$ cat src/rtl/configure.sv
// rtl/configure.sv - uart_rx shared types: FSM states, register offsets, STATUS bits (UART_RX_PARITY_EN adds PARITY)
package configure;

`ifdef UART_RX_PARITY_EN
    typedef enum logic [2:0] {
        ST_IDLE,
        ST_START,
        ST_DATA,
        ST_PARITY,
        ST_STOP
    } rx_state_t;
`else
    typedef enum logic [1:0] {
        ST_IDLE,
        ST_START,
        ST_DATA,
        ST_STOP
    } rx_state_t;
`endif

    localparam logic [31:0] REG_DATA   = 32'h0;
    localparam logic [31:0] REG_STATUS = 32'h4;

    localparam int STAT_NOT_EMPTY = 0;
    localparam int STAT_FULL      = 1;
    localparam int STAT_OVR       = 2;
    localparam int STAT_FERR      = 3;
    localparam int STAT_PERR      = 4;

endpackage

$ cat src/rtl/uart_rx_fifo.sv
// rtl/uart_rx_fifo.sv - receive byte FIFO with wrap-bit pointers
module uart_rx_fifo #(
    parameter int DEPTH = 8
) (
    input  logic       clock,
    input  logic       reset,
    input  logic       push,
    input  logic [7:0] push_data,
    input  logic       pop,
    output logic [7:0] pop_data,
    output logic       full,
    output logic       empty
);
    localparam int AW = $clog2(DEPTH);

    logic [AW:0] wr_ptr;
    logic [AW:0] rd_ptr;
    logic [7:0]  mem [DEPTH];
    logic        do_pop;
    logic        do_push;

    // A push into a full FIFO still lands when a pop frees the head slot in the same cycle.
    assign do_pop   = pop && !empty;
    assign do_push  = push && (!full || do_pop);
    assign empty    = (wr_ptr == rd_ptr);
    assign full     = (wr_ptr[AW] != rd_ptr[AW]) && (wr_ptr[AW-1:0] == rd_ptr[AW-1:0]);
    assign pop_data = mem[rd_ptr[AW-1:0]];

    // Pointer advance; the extra MSB distinguishes full from empty.
    always_ff @(posedge clock or negedge reset) begin
        if (!reset) begin
            wr_ptr <= '0;
            rd_ptr <= '0;
        end else begin
            if (do_push) wr_ptr <= wr_ptr + 1'b1;
            if (do_pop)  rd_ptr <= rd_ptr + 1'b1;
        end
    end

    // Storage array, no reset needed since empty gates every read.
    always_ff @(posedge clock) begin
        if (do_push) mem[wr_ptr[AW-1:0]] <= push_data;
    end

endmodule

$ cat src/rtl/uart_rx.sv
// rtl/uart_rx.sv - UART receiver with FIFO and bus registers; UART_RX_PARITY_EN enables even parity
module uart_rx
    import configure::*;
#(
    parameter int CLKS_PER_BIT = 100,
    parameter int FIFO_DEPTH   = 8
) (
    input  logic        reset,
    input  logic        clock,
    input  logic        uart_valid,
    input  logic        uart_instr,
    input  logic [31:0] uart_addr,
    input  logic [31:0] uart_wdata,
    input  logic [3:0]  uart_wstrb,
    output logic [31:0] uart_rdata,
    output logic        uart_ready,
    input  logic        rx
);
    localparam int CW = $clog2(CLKS_PER_BIT);
    localparam logic [CW-1:0] HALF_BIT = CW'(CLKS_PER_BIT / 2 - 1);
    localparam logic [CW-1:0] FULL_BIT = CW'(CLKS_PER_BIT - 1);

    rx_state_t   state, state_n;
    logic [CW-1:0] cnt, cnt_n;
    logic [2:0]  bit_idx, bit_n;
    logic [7:0]  shift, shift_n;
    logic        rx_meta, rx_sync;
    logic        push, ferr_set, perr_set;
    logic        ovr, ferr, perr;
    logic        fifo_full, fifo_empty;
    logic [7:0]  fifo_data;
    logic        accept, is_write, is_status, pop, ovr_set;
    logic [2:0]  w1c;
    logic [31:0] rd_val;
    logic        unused_bits;

`ifdef UART_RX_PARITY_EN
    logic par_bad, par_bad_n;
`endif

    assign unused_bits = ^{uart_addr[31:3], uart_addr[1:0], uart_wdata[31:5],
                           uart_wdata[1:0], uart_wstrb[3:1]};

    // Two-flop synchronizer; idles high so reset does not look like a start bit.
    always_ff @(posedge clock or negedge reset) begin
        if (!reset) begin
            rx_meta <= 1'b1;
            rx_sync <= 1'b1;
        end else begin
            rx_meta <= rx;
            rx_sync <= rx_meta;
        end
    end

    // Receive FSM state register.
    always_ff @(posedge clock or negedge reset) begin
        if (!reset) begin
            state   <= ST_IDLE;
            cnt     <= '0;
            bit_idx <= '0;
            shift   <= '0;
`ifdef UART_RX_PARITY_EN
            par_bad <= 1'b0;
`endif
        end else begin
            state   <= state_n;
            cnt     <= cnt_n;
            bit_idx <= bit_n;
            shift   <= shift_n;
`ifdef UART_RX_PARITY_EN
            par_bad <= par_bad_n;
`endif
        end
    end

    // Receive FSM next state: each bit is sampled mid-cell when the counter reaches zero.
    always_comb begin
        state_n  = state;
        cnt_n    = cnt;
        bit_n    = bit_idx;
        shift_n  = shift;
        push     = 1'b0;
        ferr_set = 1'b0;
        perr_set = 1'b0;
`ifdef UART_RX_PARITY_EN
        par_bad_n = par_bad;
`endif
        case (state)
            ST_IDLE: begin
                if (!rx_sync) begin
                    state_n = ST_START;
                    cnt_n   = HALF_BIT;
                end
            end
            ST_START: begin
                if (cnt != '0) begin
                    cnt_n = cnt - 1'b1;
                end else if (!rx_sync) begin
                    state_n = ST_DATA;
                    cnt_n   = FULL_BIT;
                    bit_n   = 3'd0;
                end else begin
                    state_n = ST_IDLE;
                end
            end
            ST_DATA: begin
                if (cnt != '0) begin
                    cnt_n = cnt - 1'b1;
                end else begin
                    shift_n = {rx_sync, shift[7:1]};
                    cnt_n   = FULL_BIT;
                    bit_n   = bit_idx + 3'd1;
                    if (bit_idx == 3'd7) begin
`ifdef UART_RX_PARITY_EN
                        state_n = ST_PARITY;
`else
                        state_n = ST_STOP;
`endif
                    end
                end
            end
`ifdef UART_RX_PARITY_EN
            ST_PARITY: begin
                if (cnt != '0) begin
                    cnt_n = cnt - 1'b1;
                end else begin
                    par_bad_n = (^shift) ^ rx_sync;
                    cnt_n     = FULL_BIT;
                    state_n   = ST_STOP;
                end
            end
`endif
            ST_STOP: begin
                if (cnt != '0) begin
                    cnt_n = cnt - 1'b1;
                end else begin
                    state_n = ST_IDLE;
                    if (!rx_sync) begin
                        ferr_set = 1'b1;
                    end else begin
`ifdef UART_RX_PARITY_EN
                        if (par_bad) perr_set = 1'b1;
                        else         push     = 1'b1;
`else
                        push = 1'b1;
`endif
                    end
                end
            end
            default: state_n = ST_IDLE;
        endcase
    end

    uart_rx_fifo #(.DEPTH(FIFO_DEPTH)) u_fifo (
        .clock     (clock),
        .reset     (reset),
        .push      (push),
        .push_data (shift),
        .pop       (pop),
        .pop_data  (fifo_data),
        .full      (fifo_full),
        .empty     (fifo_empty)
    );

    assign accept    = uart_valid && !uart_ready;
    assign is_write  = |uart_wstrb;
    assign is_status = (uart_addr[2] == REG_STATUS[2]);
    assign pop       = accept && !uart_instr && !is_write && !is_status && !fifo_empty;
    assign ovr_set   = push && fifo_full && !pop;
    assign w1c       = (accept && !uart_instr && is_write && is_status && uart_wstrb[0])
                       ? uart_wdata[4:2] : 3'b000;

    // Read data mux; fetches and writes return zero.
    always_comb begin
        rd_val = 32'h0;
        if (!uart_instr && !is_write) begin
            if (is_status) begin
                rd_val[STAT_NOT_EMPTY] = !fifo_empty;
                rd_val[STAT_FULL]      = fifo_full;
                rd_val[STAT_OVR]       = ovr;
                rd_val[STAT_FERR]      = ferr;
                rd_val[STAT_PERR]      = perr;
            end else if (!fifo_empty) begin
                rd_val = {24'h0, fifo_data};
            end
        end
    end

    // Sticky error flags; a same-cycle set beats the W1C clear.
    always_ff @(posedge clock or negedge reset) begin
        if (!reset) begin
            ovr  <= 1'b0;
            ferr <= 1'b0;
            perr <= 1'b0;
        end else begin
            ovr  <= ovr_set  | (ovr  & ~w1c[0]);
            ferr <= ferr_set | (ferr & ~w1c[1]);
            perr <= perr_set | (perr & ~w1c[2]);
        end
    end

    // Bus response: one-cycle ready after acceptance, data captured at acceptance.
    always_ff @(posedge clock or negedge reset) begin
        if (!reset) begin
            uart_ready <= 1'b0;
            uart_rdata <= 32'h0;
        end else begin
            uart_ready <= accept;
            uart_rdata <= accept ? rd_val : 32'h0;
        end
    end

endmodule

$ cat config.mk
export PLATFORM = sky130hd
export DESIGN_NAME = uart_rx
export DESIGN_NICKNAME = d
export VERILOG_FILES = /design/src/rtl/configure.sv /design/src/rtl/uart_rx_fifo.sv /design/src/rtl/uart_rx.sv
export SDC_FILE = /design/constraint.sdc
export NUM_CORES = 1
export LEC_CHECK = 0
export CAP_MARGIN = 20
export CORE_MARGIN = 2
export CORE_UTILIZATION = 55
export DETAILED_ROUTE_END_ITERATION = 8
export HOLD_SLACK_MARGIN = 0.06
export PLACE_DENSITY = 0.86
export SLEW_MARGIN = 15
export SYNTH_ARGS = -nofsm -noshare
export SYNTH_HDL_FRONTEND = slang
export SYNTH_SLANG_ARGS = --single-unit
$ cat constraint.sdc
create_clock -name clock -period 7.7 [get_ports clock]
set_clock_uncertainty 0.05 [all_clocks]
set_input_delay 0.77 -clock clock [delete_from_list [all_inputs] [get_ports clock]]
set_output_delay 0.77 -clock clock [all_outputs]
set_load 0.03 [all_outputs]
==> flow_summary_export.csv <==
group,metric,value,unit
outcome,outcome,"completed",
global_routing,grt_usage,0.1934,
place,port-buffer-count,21,
worst_hold_path,hold_class,"in -> async",
drt,drc,0,
drt,wirelength,8.683,mm
global_routing,grt_pass1_wl,14.26,mm
timing,setup_tns,0,ps
power_and_ir_drop,p_comb_frac,0.033,
synth,yosysUniqueCellTypes,57,
flow_run,max_cap_violations,0,
synth,synth.top_cell.area_share,0.3952,
final_layout,diodes,0,
timing,report.final.slew_viol_count,0,
timing,worst_pin_slew,1063,ps
place,hpwlAfterDp,5.752,mm
drt,avgRoutedWirePerCell,18.40,um
floorplanning,core-area,8636,um2
clock_tree,cts_resized,0,
final_layout,final_common_cell,"edfxtp_1",
final_layout,final_nets,444,
power_and_ir_drop,p_sw_frac,0.2098,
floorplanning,die-width,98.04,um
synth,synth_xor_area_frac,0.01801,
timing,period_minus_slack,3179,ps
synth,netlist_area,4863,um2
place,placed_cell_area,5089,um2
power_and_ir_drop,power_leakage,2.145,nW
clock_tree,clkSlewWorstSetupHoldPaths,100,ps
timing,min_period_over_period,0.4128,
synth,synthAdderAreaFrac,0.02830,
worst_setup_path,crit_fanout,10,
timing,rsz0062_at_grt,"no",
clock_tree,cts_tree,"built",
synth,syn_area_per_cell,14.43,um2
power_and_ir_drop,peakVddDrop,0.08468,mV
synth,ys_async_sr_fraction,0.3962,
final_layout,layout_common_cells,"edfxtp_1 (64), dfrtp_1 (40), conb_1 (24)",
final_layout,syn2layout_area_growth,9.416,%
synth,synth_top_family_by_area,"multiplexers",
drt,vias,2802,
synth,ys.flop_type,"edfxtp_1",
final_layout,final_area,5321,um2
clock_tree,htreeDepth,3,
global_routing,grt_antenna_before_repair,0,
synth,synth-simple-area-share,0.08258,
synth,synth_area_leaders,"edfxtp_1 (40%), dfrtp_1 (21%), mux4_2 (7.4%), buf_4 (3.9%), ha_1 (2.8%)",
place,place_congestion,0.7941,
worst_setup_path,critPathArrivalTime,3120,ps
synth,yosys_warnings,0,
clock_tree,clock-sinks,106,
power_and_ir_drop,power.density,188.0,nW/um2
floorplanning,die_h,98.04,um
synth,yosysTopAreaCell,"edfxtp_1",
final_layout,drive_gt1_frac,0.1676,
clock_tree,cts_buffer_depth,2,
clock_tree,clock_latency,370,ps
floorplanning,num_io_pins,106,
drt,ant_nets,0,
worst_setup_path,startpoint_type,"input pin",
power_and_ir_drop,p_sw,0.2099,mW
synth,ys_seq_elements,106,
global_routing,overflow,0,
timing,relSlewSlack,0.2893,
floorplanning,rows,34,
worst_setup_path,required,7640,ps
worst_setup_path,cp-end-kind,"register",
power_and_ir_drop,intPower,0.7904,mW
synth,yosys-mux-area-fraction,0.1124,
floorplanning,dieArea,9611,um2
timing,max_clock_freq,0.3146,GHz
worst_setup_path,r2r_cells,6,
clock_tree,cts_buffers,9,
floorplanning,initial_core_util,0.5632,
clock_tree,post_cts_buffers,0,
synth,synth_compound_area_frac,0.08618,
drt,viasPerCell,5.936,
timing,setup_viol,0,
power_and_ir_drop,p_seq_frac,0.602,
drt,drtIter0Drc,228,
synth,syn_inst,337,
global_routing,grt_max_degree,43,
drt,dr.pass1.iters,5,
global_routing,grt_pass1_vias,2831,
clock_tree,cts_root_buf,"clkbuf_8",
timing,hold_viol_final,0,
synth,synth-edff-count,64,
clock_tree,hold_buffers,0,
synth,synth-seq-area-share,0.6118,
worst_setup_path,critPathKind,"in -> reg",
power_and_ir_drop,pwr-share-clk,0.365,
## cell usage after synthesis, types with 5 or more instances
cell      instances
a211oi_1          5
a21oi_1           7
buf_2             6
buf_4            25
clkbuf_1          6
dfrtp_1          40
edfxtp_1         64
ha_1             11
inv_1            10
mux2_2            8
mux2i_1           7
mux4_2           16
nand2_1          13
nand3_1          12
nor2_1           14
nor2b_1           5
nor3_1            5
nor4_1            5
o21ai_0          13
xnor2_1           9
## per-layer routing
layer,up-vias,track usage,share of wire
met3,20,0.04366,0.050
met4,0,0.09081,0.024
met1,1409,0.2489,0.43
met2,104,0.3145,0.50
li1,1269,-,-
met5,-,0,0
## path summary, 6_finish.rpt
check / startpoint / endpoint / slack [ps]
setup / recovery: uart_wstrb[0] / u_fifo.mem[5][3] / 4520
hold / removal: reset / cnt[3] / 280
setup reg to reg: cnt[0] / u_fifo.mem[5][3] / 4620
hold reg to reg: rx_meta / rx_sync / 310
max in group asynchronous: reset / rx_sync / 6750
min in group clock: rx_meta / rx_sync / 310
## power groups by stage
| stage | combinational (mW) | sequential [mW] | clock [mW] |
|---|---|---|---|
| floorplan | 0.0295 | 0.613 | 0 |
| global placement | 0.0315 | 0.614 | 0 |
| detailed placement | 0.0321 | 0.614 | 0 |
| CTS | 0.0321 | 0.602 | 0.370 |
| global route | 0.0358 | 0.602 | 0.387 |
| finish | 0.0332 | 0.602 | 0.365 |
## state kept, by name (all words and copies together) (netlist names), 3 cells and up, named ones only
name / flops
uart_rdata: 8
bit_idx: 3
cnt: 7
u_fifo.mem: 64
u_fifo.rd_ptr: 4
shift: 8
u_fifo.wr_ptr: 4
## worst max-delay path, cell delays in order
cell,delay [ps]
clkdlybuf4s50_1,430
or4_4,560
o31ai_4,300
o21ai_4,160
nor4b_2,900
## area by class of cell
class,count,area (um2)
Fill cell,588,3314
Sequential cell,106,2975
Multi-Input combinational cell,204,1683
Timing Repair Buffer,29,277.8
Tap cell,108,135.1
Clock buffer,9,123.9
Clock inverter,6,88.84
Inverter,10,37.54
## stage by stage
step	std cells	power, mW	setup WS [ps]	util	hold slack [ps]
finish	472	1.000	4521	0.6162	279.1
global route	472	1.025	4387	0.6162	309.8
CTS	471	1.004	4501	0.6139	310.9
detailed placement	456	0.6461	4117	0.5892	297.6
global placement	456	0.6454	4096	0.5892	295.9
floorplan	360	0.6430	4683	-	295.2
## cells by family after synthesis
logic type | Yosys count
other | 1
DFF | 106
and+or+nand+nor | 70
xor gates and xnor gates | 10
muxes | 33
AOI/OAI and AO/OA | 56
adders and majority gates | 11
buffers and inverters | 50
Note: power is estimated with default switching activity, not from simulation.
